File: config.mk
export PLATFORM = sky130hd
export DESIGN_NAME = counter_sequencer
export DESIGN_NICKNAME = d
export VERILOG_FILES = /design/src/rtl/counter_seq_pkg.sv /design/src/rtl/counter_core.sv /design/src/rtl/counter_sequencer.sv
export SDC_FILE = /design/constraint.sdc
export NUM_CORES = 1
export LEC_CHECK = 0
export ABC_AREA = 1
export CAP_MARGIN = 20
export CORE_MARGIN = 2
export CORE_UTILIZATION = 46
export CTS_CLUSTER_DIAMETER = 40
export DETAILED_ROUTE_END_ITERATION = 8
export GPL_TIMING_DRIVEN = 0
export HOLD_SLACK_MARGIN = 0.15
export MAX_ROUTING_LAYER = met4
export PLACE_DENSITY = 0.75
export SYNTH_ARGS = -nofsm -noshare
export SYNTH_HDL_FRONTEND = slang
export SYNTH_SLANG_ARGS = --single-unit
File: constraint.sdc
create_clock -name clk -period 1.9 [get_ports clk]
set_clock_uncertainty 0.15 [all_clocks]
set_input_delay 0.475 -clock clk [delete_from_list [all_inputs] [get_ports clk]]
set_output_delay 0.475 -clock clk [all_outputs]
set_load 0.005 [all_outputs]
File: src/rtl/counter_seq_pkg.sv
// Shared state encoding and mode constants for the counter sequencer.
package counter_seq_pkg;

  typedef enum logic [1:0] {
    IDLE = 2'd0,
    RUN  = 2'd1,
    HOLD = 2'd2,
    DONE = 2'd3
  } state_t;

  localparam logic MODE_ONESHOT  = 1'b0;
  localparam logic MODE_PERIODIC = 1'b1;

endpackage

File: src/rtl/counter_core.sv
// Counter datapath: synchronous clear, increment on enable, modulo 2^WIDTH.
module counter_core #(
  parameter int WIDTH = 4
) (
  input  logic             clk,
  input  logic             rst,
  input  logic             clear,
  input  logic             enable,
  output logic [WIDTH-1:0] count
);

  always_ff @(posedge clk) begin
    if (rst || clear) begin
      count <= '0;
    end else if (enable) begin
      count <= count + WIDTH'(1);
    end
  end

endmodule

File: src/rtl/counter_sequencer.sv
// Start/stop/pause sequencer around counter_core with one-shot and periodic modes.
// Optional tick prescaler is enabled by defining COUNTER_SEQ_PRESCALE_EN.
//
// state | meaning
// IDLE  | waiting for start, count cleared
// RUN   | counting on each tick
// HOLD  | paused, count and prescaler frozen
// DONE  | one-shot finished, count holds at limit
module counter_sequencer
  import counter_seq_pkg::*;
#(
  parameter int WIDTH      = 4,
  parameter int PRESCALE_W = 4
) (
  input  logic                  clk,
  input  logic                  rst,
  input  logic                  start,
  input  logic                  stop,
  input  logic                  pause,
  input  logic                  mode,
  input  logic [WIDTH-1:0]      limit,
`ifdef COUNTER_SEQ_PRESCALE_EN
  input  logic [PRESCALE_W-1:0] prescale,
`endif
  output logic [WIDTH-1:0]      count,
  output logic                  busy,
  output logic                  done,
  output logic                  wrap
);

  state_t           state;
  logic [WIDTH-1:0] limit_q;
  logic             tick;
  logic             at_limit;
  logic             core_clear;
  logic             core_en;
  logic             accept;

  assign at_limit = (count == limit_q);
  assign accept   = !stop && start && (state == IDLE || state == DONE);

`ifdef COUNTER_SEQ_PRESCALE_EN
  logic [PRESCALE_W-1:0] presc;

  // Tick on phase 0, so the first tick lands one clock after start acceptance.
  assign tick = (presc == '0);

  always_ff @(posedge clk) begin
    if (rst || stop || accept) begin
      presc <= '0;
    end else if (state == RUN && !pause) begin
      presc <= (presc == prescale) ? '0 : presc + PRESCALE_W'(1);
    end
  end
`else
  logic [PRESCALE_W-1:0] unused_presc;
  assign unused_presc = '0;
  assign tick         = 1'b1;
`endif

  always_comb begin
    core_clear = 1'b0;
    core_en    = 1'b0;
    if (stop || accept) begin
      core_clear = 1'b1;
    end else if (state == RUN && !pause && tick) begin
      if (!at_limit)                   core_en    = 1'b1;
      else if (mode == MODE_PERIODIC)  core_clear = 1'b1;
    end
  end

  counter_core #(.WIDTH(WIDTH)) u_core (
    .clk    (clk),
    .rst    (rst),
    .clear  (core_clear),
    .enable (core_en),
    .count  (count)
  );

  always_ff @(posedge clk) begin
    if (rst) begin
      state   <= IDLE;
      limit_q <= '0;
      busy    <= 1'b0;
      done    <= 1'b0;
      wrap    <= 1'b0;
    end else begin
      done <= 1'b0;
      wrap <= 1'b0;
      if (stop) begin
        state <= IDLE;
        busy  <= 1'b0;
      end else begin
        case (state)
          IDLE, DONE: begin
            if (start) begin
              state   <= RUN;
              limit_q <= limit;
              busy    <= 1'b1;
            end
          end
          RUN: begin
            if (pause) begin
              state <= HOLD;
            end else if (tick && at_limit) begin
              if (mode == MODE_PERIODIC) begin
                wrap <= 1'b1;
              end else begin
                state <= DONE;
                done  <= 1'b1;
                busy  <= 1'b0;
              end
            end
          end
          HOLD: begin
            if (!pause) state <= RUN;
          end
          default: state <= IDLE;
        endcase
      end
    end
  end

endmodule

==> load_flow_metrics.sql <==
INSERT INTO impl_metrics (metric_group, metric, value, unit) VALUES
('run_status', 'run_status', 'complete, no violations', ''),
('layout', 'multiInputGateArea', '384', 'um^2'),
('synth', 'synth.top_cell.area_share', '37.3', '%'),
('placed_design', 'buffer_ports.inserted', '16', ''),
('synth', 'syn_area', '697', 'um^2'),
('pwr', 'post-layout-total-power', '0.580', 'mW'),
('synth', 'synth_simple_gate_area_share', '37.7', '%'),
('floorplan', 'die_h', '42.9', 'um'),
('worst_setup_path', 'timing.critical_path.depth', '1', ''),
('flow_run', 'maxCapViolCount', '0', ''),
('pwr', 'irDropWorstVdd', '0.339', 'mV'),
('synth', 'postSynthAreaPerCell', '6.90', 'um^2'),
('clock_network', 'tritoncts_clock_tree', 'done', ''),
('timing', 'max_slew.worst_pin.slew', '483', 'ps'),
('global_routing', 'track_usage', '18.7', '%'),
('worst_setup_path', 'critical_path_class', 'register to output port', ''),
('floorplan', 'die_area', '1840', 'um^2'),
('floorplan', 'core_area', '1450', 'um^2'),
('routing', 'detail_route.vias_per_cell', '5.28', ''),
('synth', 'yosysSeqAreaShare', '37.3', '%'),
('clock_network', 'numCtsBuffers', '3', ''),
('floorplan', 'die_width', '42.9', 'um'),
('synth', 'synth_enable_flop_cells', '0', ''),
('worst_setup_path', 'setup.worst_path.start_class', 'register', ''),
('global_routing', 'antenna_found_initial', '0', ''),
('synth', 'most_repeated_cell_in_the_gate_level_netlist_after_synthesis', 'sky130_fd_sc_hd__nand2_1', ''),
('global_routing', 'first_pass_grt_wire_length', '2500', 'um'),
('synth', 'synthFlopType', 'sky130_fd_sc_hd__dfxtp_1', ''),
('worst_setup_path', 'worst-r2r-cell-count', '7', ''),
('synth', 'ys_top_cells_by_count', 'sky130_fd_sc_hd__nand2_1, sky130_fd_sc_hd__inv_1, sky130_fd_sc_hd__dfxtp_1, sky130_fd_sc_hd__nor2_1, sky130_fd_sc_hd__a21oi_1', ''),
('synth', 'synth-seq-cells', '13', ''),
('floorplan', 'start_util', '47.9', '%'),
('routing', 'drc_errors', '0', ''),
('pwr', 'p_leak', '0.365', 'nW'),
('worst_setup_path', 'crit-reg2reg-capture', 'u_core.count[3]$_SDFFE_PP0P_', ''),
('global_routing', 'first_global_vias', '640', ''),
('routing', 'drt-total-wl', '1510', 'um'),
('placed_design', 'dpl_worst_slack', '-45.2', 'ps'),
('worst_setup_path', 'worst-path-buf-inv', '1', ''),
('worst_setup_path', 'timing.rr.start', 'state[0]$_SDFFE_PP0P_', ''),
('timing', 'timing.fmax', '547', 'MHz'),
('placed_design', 'place.detailed.hpwl', '1070', 'um'),
('synth', 'post_synth_num_cell_types', '18', ''),
('synth', 'synth_top_family_by_area', 'simple AND/OR/NAND/NOR gates', ''),
('layout', 'nFillCells', '141', ''),
('synth', 'netlist_top_cells_area', 'sky130_fd_sc_hd__dfxtp_1, sky130_fd_sc_hd__nand2_1, sky130_fd_sc_hd__inv_1', ''),
('worst_setup_path', 'reg2reg_setup_slack', '130', 'ps'),
('layout', 'final_util', '62.5', '%'),
('synth', 'yosysTopAreaCell', 'sky130_fd_sc_hd__dfxtp_1', ''),
('routing', 'drt_first_iter_violations', '14', ''),
('layout', 'final_net_count', '135', ''),
('synth', 'mappedNetlistNets', '114', ''),
('layout', 'post_route_cells_drive_above_1_share', '9.92', '%'),
('worst_setup_path', 'crit_path_end', 'count[2]', ''),
('worst_setup_path', 'cp_endpoint_kind', 'output port', ''),
('floorplan', 'boundaryPins', '17', ''),
('worst_setup_path', 'slowest_delay', '520', 'ps'),
('timing', 'setup_repair_after_global_routing_missed_its_margin', 'no', ''),
('clock_network', 'cts.sinks', '13', ''),
('synth', 'post_synth_xor_area_fraction', '1.26', '%'),
('floorplan', 'std_cell_rows', '14', ''),
('synth', 'synthAdderAreaFrac', '5.39', '%'),
('worst_setup_path', 'timing.critical_path.cells', 'clkdlybuf4s50_1', ''),
('routing', 'postRouteAntennaNets', '0', ''),
('timing', 'final-max-slew-violation-count', '0', ''),
('worst_setup_path', 'worst-endpoint-arrival', '1200', 'ps'),
('worst_setup_path', 'critical_path.slowest_cell', 'sky130_fd_sc_hd__clkdlybuf4s50_1', ''),
('clock_network', 'worst_skew_pair_later_pin_latency', '280', 'ps'),
('timing', 'post-route-min-period', '1830', 'ps'),
('placed_design', 'gp_congestion', '0.857', ''),
('clock_network', 'cts.repair_timing.setup_buffer_count', '0', '');
==> worst min path at each step <==
stage                                        from                 endpoint  slack [ps]  depth (start not counted)
after global placement          busy$_SDFFE_PP0P_        busy$_SDFFE_PP0P_         300                          2
after detailed placement        busy$_SDFFE_PP0P_        busy$_SDFFE_PP0P_         320                          2
after floorplan           limit_q[0]$_SDFFE_PP0P_  limit_q[0]$_SDFFE_PP0P_         300                          2
after CTS                       busy$_SDFFE_PP0P_        busy$_SDFFE_PP0P_         330                          2
final                           busy$_SDFFE_PP0P_        busy$_SDFFE_PP0P_         330                          2
after global routing            busy$_SDFFE_PP0P_        busy$_SDFFE_PP0P_         360                          2
==> cell type report <==
type                            instances  share of cell area (%)
Sequential cell                        13                    29.2
Inverter                               14                    5.79
Clock buffer                            4                    2.89
Tap cell                               16                    2.20
Timing Repair Buffer                   16                    17.6
Multi-Input combinational cell         74                    42.3
==> flip-flops by register name, indices dropped and copies added (netlist names) <==
| name | flops |
|---|---|
| state | 2 |
| done | 1 |
| limit_q | 4 |
| u_core.count | 4 |
| busy | 1 |
| wrap | 1 |
==> through the flow <==
stage | std cells | TNS (ps) | hold slack, ps | area, um^2
after floorplan | 101 | 0 | 302 | 697
after global placement | 133 | -204 | 298 | 877
after detailed placement | 133 | -145 | 319 | 877
after CTS | 137 | 0 | 330 | 907
after global routing | 137 | 0 | 355 | 908
final | 137 | 0 | 328 | 908
==> kinds of logic after synthesis <==
family,after synthesis
AND/OR/NAND/NOR,57
AO/OA/AOI/OAI,13
flip-flops,13
XOR/XNOR,1
buffers and inverters,14
adder cells (fa/ha/maj),3
==> metal layers <==
metal	vias up	track usage, %	wire, um
met5	-	-	0
met4	0	10.6	41
met3	6	3.83	67
met2	23	28.8	689
met1	324	22.4	706
li1	370	-	-
==> repair_timing <==
item / in CTS / in global routing
endpoints found under the setup margin: 3 / 1
resized for setup: 3 / 1
pin swaps: 0 / 0
hold buffers: 0 / 0
==> cell usage in the layout, fill, tap and decap left out <==
| master | synthesis | routed |
|---|---|---|
| sky130_fd_sc_hd__nand2_1 | 28 | 28 |
| sky130_fd_sc_hd__clkdlybuf4s50_1 | 0 | 16 |
| sky130_fd_sc_hd__inv_1 | 14 | 14 |
| sky130_fd_sc_hd__nor2_1 | 13 | 13 |
| sky130_fd_sc_hd__dfxtp_1 | 13 | 9 |
| sky130_fd_sc_hd__a21oi_1 | 7 | 7 |
| sky130_fd_sc_hd__nand4_1 | 5 | 5 |
| sky130_fd_sc_hd__nand3_1 | 4 | 4 |
| sky130_fd_sc_hd__a211oi_1 | 4 | 4 |
| sky130_fd_sc_hd__dfxtp_2 | 0 | 4 |
| sky130_fd_sc_hd__ha_1 | 3 | 3 |
| sky130_fd_sc_hd__clkbuf_4 | 0 | 3 |
| sky130_fd_sc_hd__o21ai_0 | 2 | 2 |
| sky130_fd_sc_hd__nand2_2 | 1 | 1 |
| sky130_fd_sc_hd__nor2_4 | 1 | 1 |
| sky130_fd_sc_hd__nor2_2 | 1 | 1 |
| sky130_fd_sc_hd__nand2_4 | 1 | 1 |
| sky130_fd_sc_hd__nor3_1 | 1 | 1 |
| sky130_fd_sc_hd__nand3_2 | 1 | 1 |
| sky130_fd_sc_hd__nand3b_1 | 1 | 1 |
| sky130_fd_sc_hd__xor2_1 | 1 | 1 |
| sky130_fd_sc_hd__clkbuf_1 | 0 | 1 |
==> power by group <==
| part | internal [mW] | switching (mW) | total, mW |
|---|---|---|---|
| logic | 0.0500 | 0.0682 | 0.118 |
| registers | 0.284 | 0.00568 | 0.290 |
| clock network | 0.0815 | 0.0906 | 0.172 |
Note: power is estimated with default switching activity, not from simulation.
